`config.mk`:
```
export PLATFORM = sky130hd
export DESIGN_NAME = bfly_sdf_stage
export DESIGN_NICKNAME = d
export VERILOG_FILES = /design/src/rtl/bfly_sdf_stage.sv
export SDC_FILE = /design/constraint.sdc
export NUM_CORES = 1
export LEC_CHECK = 0
export CAP_MARGIN = 10
export CORE_MARGIN = 2
export CORE_UTILIZATION = 56
export CTS_CLUSTER_SIZE = 16
export DETAILED_ROUTE_END_ITERATION = 12
export PLACE_DENSITY = 0.76
export SETUP_SLACK_MARGIN = 0.5
export SLEW_MARGIN = 40
export SYNTH_ARGS = -nofsm -noshare
export SYNTH_HDL_FRONTEND = slang
export SYNTH_SLANG_ARGS = --single-unit
```
`constraint.sdc`:
```
create_clock -name clk -period 4.7 [get_ports clk]
set_input_delay 0.94 -clock clk [delete_from_list [all_inputs] [get_ports clk]]
set_output_delay 0.94 -clock clk [all_outputs]
set_load 0.005 [all_outputs]
```
`src/rtl/bfly_sdf_stage.sv`:
```
// Radix-2 DIF single-path-delay-feedback butterfly stage.
// A NUM_PAIR-deep delay line holds first-half samples, then the differences of the frame.
module bfly_sdf_stage #(
  parameter int WIDTH    = 12,
  parameter int NUM_PAIR = 16,
  parameter int SCALE    = 0
) (
  input  logic             clk,
  input  logic             rstn,
  input  logic             din_valid,
  output logic             din_ready,
  input  logic [WIDTH-1:0] din_re,
  input  logic [WIDTH-1:0] din_im,
  input  logic             flush,
  output logic             dout_valid,
  output logic [WIDTH:0]   dout_re,
  output logic [WIDTH:0]   dout_im,
  output logic             dout_diff,
  output logic             frame_done
);

  // state | meaning
  // FILL  | first half: store input, emit pending diffs of the previous frame
  // BFLY  | second half: emit a+b, store a-b
  // DRAIN | flush: emit stored diffs one per cycle, no input accepted
  localparam logic [1:0] ST_FILL  = 2'd0;
  localparam logic [1:0] ST_BFLY  = 2'd1;
  localparam logic [1:0] ST_DRAIN = 2'd2;

  localparam int CW = $clog2(NUM_PAIR);
  localparam int DW = WIDTH + 1;

  logic [1:0]    state_q, state_d;
  logic [CW-1:0] cnt_q, cnt_d;
  logic          pend_q, pend_d;

  logic [2*DW-1:0] mem [NUM_PAIR];

  logic signed [DW-1:0] a_re, a_im, b_re, b_im;
  logic signed [DW-1:0] w_re, w_im, o_re, o_im;
  logic                 o_vld, o_diff, o_fd, mem_we;
  logic                 drain_start, adv, wrap;

  assign drain_start = flush && (state_q == ST_FILL) && (cnt_q == '0) && pend_q;
  assign din_ready   = (state_q != ST_DRAIN) && !drain_start;
  assign adv         = (state_q == ST_DRAIN) || (din_valid && din_ready);
  assign wrap        = (cnt_q == CW'(NUM_PAIR - 1));

  // Depth equals the frame half, so the entry at cnt is always the oldest one.
  assign {a_re, a_im} = mem[cnt_q];
  assign b_re = {din_re[WIDTH-1], din_re};
  assign b_im = {din_im[WIDTH-1], din_im};

  function automatic logic [DW-1:0] scale_out(input logic signed [DW-1:0] x);
    logic [DW:0] t;
    t = {x[DW-1], x} + (DW + 1)'(1);
    if (SCALE != 0) return t[DW:1];
    else            return x;
  endfunction

  always_comb begin
    state_d = state_q;
    cnt_d   = cnt_q;
    pend_d  = pend_q;
    w_re    = b_re;
    w_im    = b_im;
    o_re    = '0;
    o_im    = '0;
    o_vld   = 1'b0;
    o_diff  = 1'b0;
    o_fd    = 1'b0;
    mem_we  = 1'b0;
    if (adv) begin
      cnt_d = cnt_q + 1'b1;
      case (state_q)
        ST_FILL: begin
          mem_we = 1'b1;
          if (pend_q) begin
            o_vld  = 1'b1;
            o_diff = 1'b1;
            o_fd   = wrap;
            o_re   = a_re;
            o_im   = a_im;
          end
          if (wrap) begin
            pend_d  = 1'b0;
            state_d = ST_BFLY;
          end
        end
        ST_BFLY: begin
          mem_we = 1'b1;
          w_re   = a_re - b_re;
          w_im   = a_im - b_im;
          o_vld  = 1'b1;
          o_re   = a_re + b_re;
          o_im   = a_im + b_im;
          if (wrap) begin
            pend_d  = 1'b1;
            state_d = ST_FILL;
          end
        end
        ST_DRAIN: begin
          o_vld  = 1'b1;
          o_diff = 1'b1;
          o_fd   = wrap;
          o_re   = a_re;
          o_im   = a_im;
          if (wrap) begin
            pend_d  = 1'b0;
            state_d = ST_FILL;
          end
        end
        default: state_d = ST_FILL;
      endcase
    end else if (drain_start) begin
      state_d = ST_DRAIN;
    end
  end

  always_ff @(posedge clk or negedge rstn) begin
    if (!rstn) begin
      state_q    <= ST_FILL;
      cnt_q      <= '0;
      pend_q     <= 1'b0;
      dout_valid <= 1'b0;
      dout_re    <= '0;
      dout_im    <= '0;
      dout_diff  <= 1'b0;
      frame_done <= 1'b0;
    end else begin
      state_q    <= state_d;
      cnt_q      <= cnt_d;
      pend_q     <= pend_d;
      dout_valid <= o_vld;
      dout_re    <= o_vld ? scale_out(o_re) : '0;
      dout_im    <= o_vld ? scale_out(o_im) : '0;
      dout_diff  <= o_diff;
      frame_done <= o_fd;
    end
  end

  // Contents are never emitted before being written in the current frame sequence.
  always_ff @(posedge clk) begin
    if (mem_we) mem[cnt_q] <= {w_re, w_im};
  end

endmodule

```
==> reports/results.tsv <==
stage	metric	value	unit
power_and_ir_drop	pwr dens	760	nW/µm²
placement	Placed Area	21600	µm²
synthesis	flop and latch count out of synthesis	452	
final_layout	post-layout util	0.657	
worst_setup_path	critical path launch point type	flop	
route	DR pass1 iterations	5	
clock_network	Max clock buf depth	3	
timing	Final Hold Fails	0	
clock_network	Clock transition at path regs	0.06	ns
global_route	vias in the first global route	11200	
clock_network	H-tree depth	2	
route	Vias/cell	6.47	
worst_setup_path	Critical-path top delay cell	mux4_2	
timing	unrepaired setup endpoints after global routing	true	
synthesis	Yosys warning count	0	
worst_setup_path	CP endpoint kind	flop	
timing	setup TNS	0	ns
final_layout	Antenna diodes	0	
synthesis	Post-Syn Area	19900	µm²
route	via count	11400	
global_route	largest net degree at the start of global routing	38	
worst_setup_path	Critical Path Max Stage Delay	0.54	ns
timing	Hold WS	0.336	ns
worst_setup_path	Req. time, crit path	5.06	ns
placement	gpl congestion	0.913	
timing	final period utilization	0.884	
floorplanning	Core Box Area	35300	µm²
synthesis	sequential fraction of the synthesis area	0.673	
worst_setup_path	critical path type	flop to flop	
final_layout	fin cells	1764	
global_route	first-pass GRT wire length	70.9	mm
global_route	initial antenna violation count	0	
clock_network	CTS tree	yes	
route	Routed WL	48.2	mm
timing	Fmax	0.241	GHz
floorplanning	starting density of the core	0.564	
timing	Worst Skew	0.0280	ns
route	DR iter-0 viols	1193	
timing	max-slew violations	0	
route	antenna viol nets, final	0	
worst_hold_path	Hold Path Class	primary input to asynchronous set/reset pin	
worst_setup_path	crit path DAT	4.52	ns
floorplanning	Die W	193	µm
floorplanning	Rows	69	
final_layout	share of cells above drive strength 1	0.236	
placement	cell count after placement	1681	
synthesis	Syn Nets	1243	
power_and_ir_drop	LEAKAGE	7.94	nW
final_layout	final instance area	23200	µm²
synthesis	Synth Area per Inst	17.2	µm²
worst_setup_path	sequence of cells on the critical path	buf_12 > buf_12 > mux4_2 > mux4_2 > ha_1 > o21a_1 > o21a_1 > o2111a_1 > or4_1 > o2111a_1 > nand2_2	
clock_network	CTS Hold Bufs	0	
route	Avg WL per Cell	27.3	µm
timing	worst-margin pin slew	0.817	ns
floorplanning	Top Ports	58	
route	DRC	0	
floorplanning	Die H	193	µm
power_and_ir_drop	VDD IR max	477	µV
synthesis	most used flip-flop cell after synthesis	edfxtp_1	
timing	Slew headroom	0.454	
synthesis	Yosys cell types	55	
clock_network	TritonCTS Buffers	44	
clock_network	Clock Sink Count	452	
timing	final setup violation count	0	
global_route	GR Overflow Total	0	
clock_network	clock root buffer	clkbuf_16	
synthesis	Synth Instances	1155	
final_layout	nets@finish	1357	
synthesis	fraction of registers with async set or reset after synthesis	0.0796	
global_route	gr usage total	0.269	
run	# Max-Cap Violations	0	
timing	post-route setup slack	0.546	ns
placement	DPL Wire Length	30.0	mm
placement	I/O Buffers	57	
outcome	status	completed	
floorplanning	Die ar.	37100	µm²
placement	dpl ws	0.470	ns
timing	post-layout min period	4.15	ns
synthesis	EDFF count, synth	416	
clock_network	worst-skew pair later-pin latency	0.57	ns
worst_setup_path	Crit Path Max Fanout	22	
power_and_ir_drop	total power	17.6	mW
final_layout	Synth-to-Final Area Change	16.5	%
-- state kept, by name, indices dropped and copies added (netlist names) --
signal      cells
dout_re        13
mem           416
dout_valid      1
dout_diff       1
state_q         2
cnt_q           4
frame_done      1
dout_im        13
pend_q          1
-- synth_stat cells (all sizes together) (22+ instances only) --
cell	instances	area share
inv	50	0.0094
a21oi	34	0.0085
nor2	64	0.012
dfrtp	36	0.045
buf	24	0.0068
nand2	43	0.0082
mux4	128	0.14
o21ai	38	0.0096
ha	56	0.035
clkbuf	34	0.0064
edfxtp	416	0.63
nor3	22	0.0055
-- timing repair --
item / 4_1_cts / 5_1_grt
resized for setup: 4 / 11
buffers inserted: 3 / 0
pin swaps: 2 / 0
setup endpoints to repair: 112 / 115
hold endpoints to repair: 0 / 0
-- cell usage in the layout, fill, tap and decap left out, types with 5 or more instances in the layout --
| cell | instances |
|---|---|
| o22ai_1 | 5 |
| a21o_1 | 7 |
| clkdlybuf4s50_1 | 56 |
| clkbuf_16 | 45 |
| o21ai_0 | 34 |
| or4_1 | 12 |
| mux4_2 | 128 |
| a22oi_1 | 10 |
| a21oi_1 | 32 |
| nand2_1 | 40 |
| ha_1 | 54 |
| nor3_4 | 5 |
| nor2_1 | 52 |
| nor3_1 | 17 |
| inv_1 | 50 |
| clkinv_1 | 8 |
| clkinv_2 | 6 |
| o21bai_1 | 6 |
| nor2_4 | 11 |
| bufinv_16 | 5 |
| nor2b_1 | 8 |
| nand3_1 | 19 |
| clkbuf_8 | 7 |
| o21a_1 | 17 |
| nand2b_1 | 14 |
| edfxtp_1 | 416 |
| o211ai_1 | 13 |
| and3_1 | 6 |
| xnor2_1 | 14 |
| buf_12 | 12 |
| buf_4 | 55 |
| dfrtp_1 | 32 |
| clkbuf_1 | 5 |
| xor2_1 | 7 |
-- final timing paths --
kind | start | to | slack (ns) | depth (start not counted)
setup / recovery | cnt_q[0] | mem[13][25] | 0.55 | 11
hold / removal | rstn | dout_re[0] | 0.34 | 1
setup reg to reg | cnt_q[0] | mem[13][25] | 0.55 | 11
hold reg to reg | pend_q | pend_q | 0.54 | 2
max in group asynchronous | rstn | cnt_q[1] | 3.96 | 1
min in group clk | pend_q | pend_q | 0.54 | 2
-- where the power goes --
part	leakage [nW]	internal [mW]	total (mW)	switching, mW
clock network	0.731	2.14	3.58	1.44
logic	2.99	3.37	8.13	4.76
registers	4.23	5.66	5.93	0.274
total	7.94	11.2	17.6	6.48
-- cells by family (layout without fill, tap and decap cells) --
kind of cell,after synthesis,in the layout,share of synthesized area
DFF,452,452,0.673
and+or+nand+nor,210,210,0.0518
xor gates and xnor gates,21,21,0.00924
AOI/OAI and AO/OA,172,172,0.0577
muxes,131,131,0.146
adders and majority gates,60,60,0.0392
buffers and inverters,109,257,0.0231
-- per-layer routing --
| layer | up-vias | share of wire | GRT usage |
|---|---|---|---|
| met2 | 606 | 0.49 | 0.434 |
| met5 | - | 0 | 0 |
| met4 | 0 | 0.027 | 0.0825 |
| met3 | 88 | 0.090 | 0.0378 |
| met1 | 5869 | 0.40 | 0.387 |
| li1 | 4846 | - | - |
-- critical path: cells and delay by family, from the launching register on --
kind            cells  cell delay [ns]
mux                 2             1.07
compound gates      4             0.78
simple gates        2             0.74
flops               1             0.46
buf+inv             2             0.45
fa+ha+maj           1             0.42
-- cell type report --
type	instances	area, µm²
inverter	51	196
tap	461	577
fill	2290	12100
clock inverter	23	244
multi-input combinational	594	6280
clock buffer	57	1240
timing repair buffer	126	1270
sequential	452	13400
Note: power is estimated with default switching activity, not from simulation.
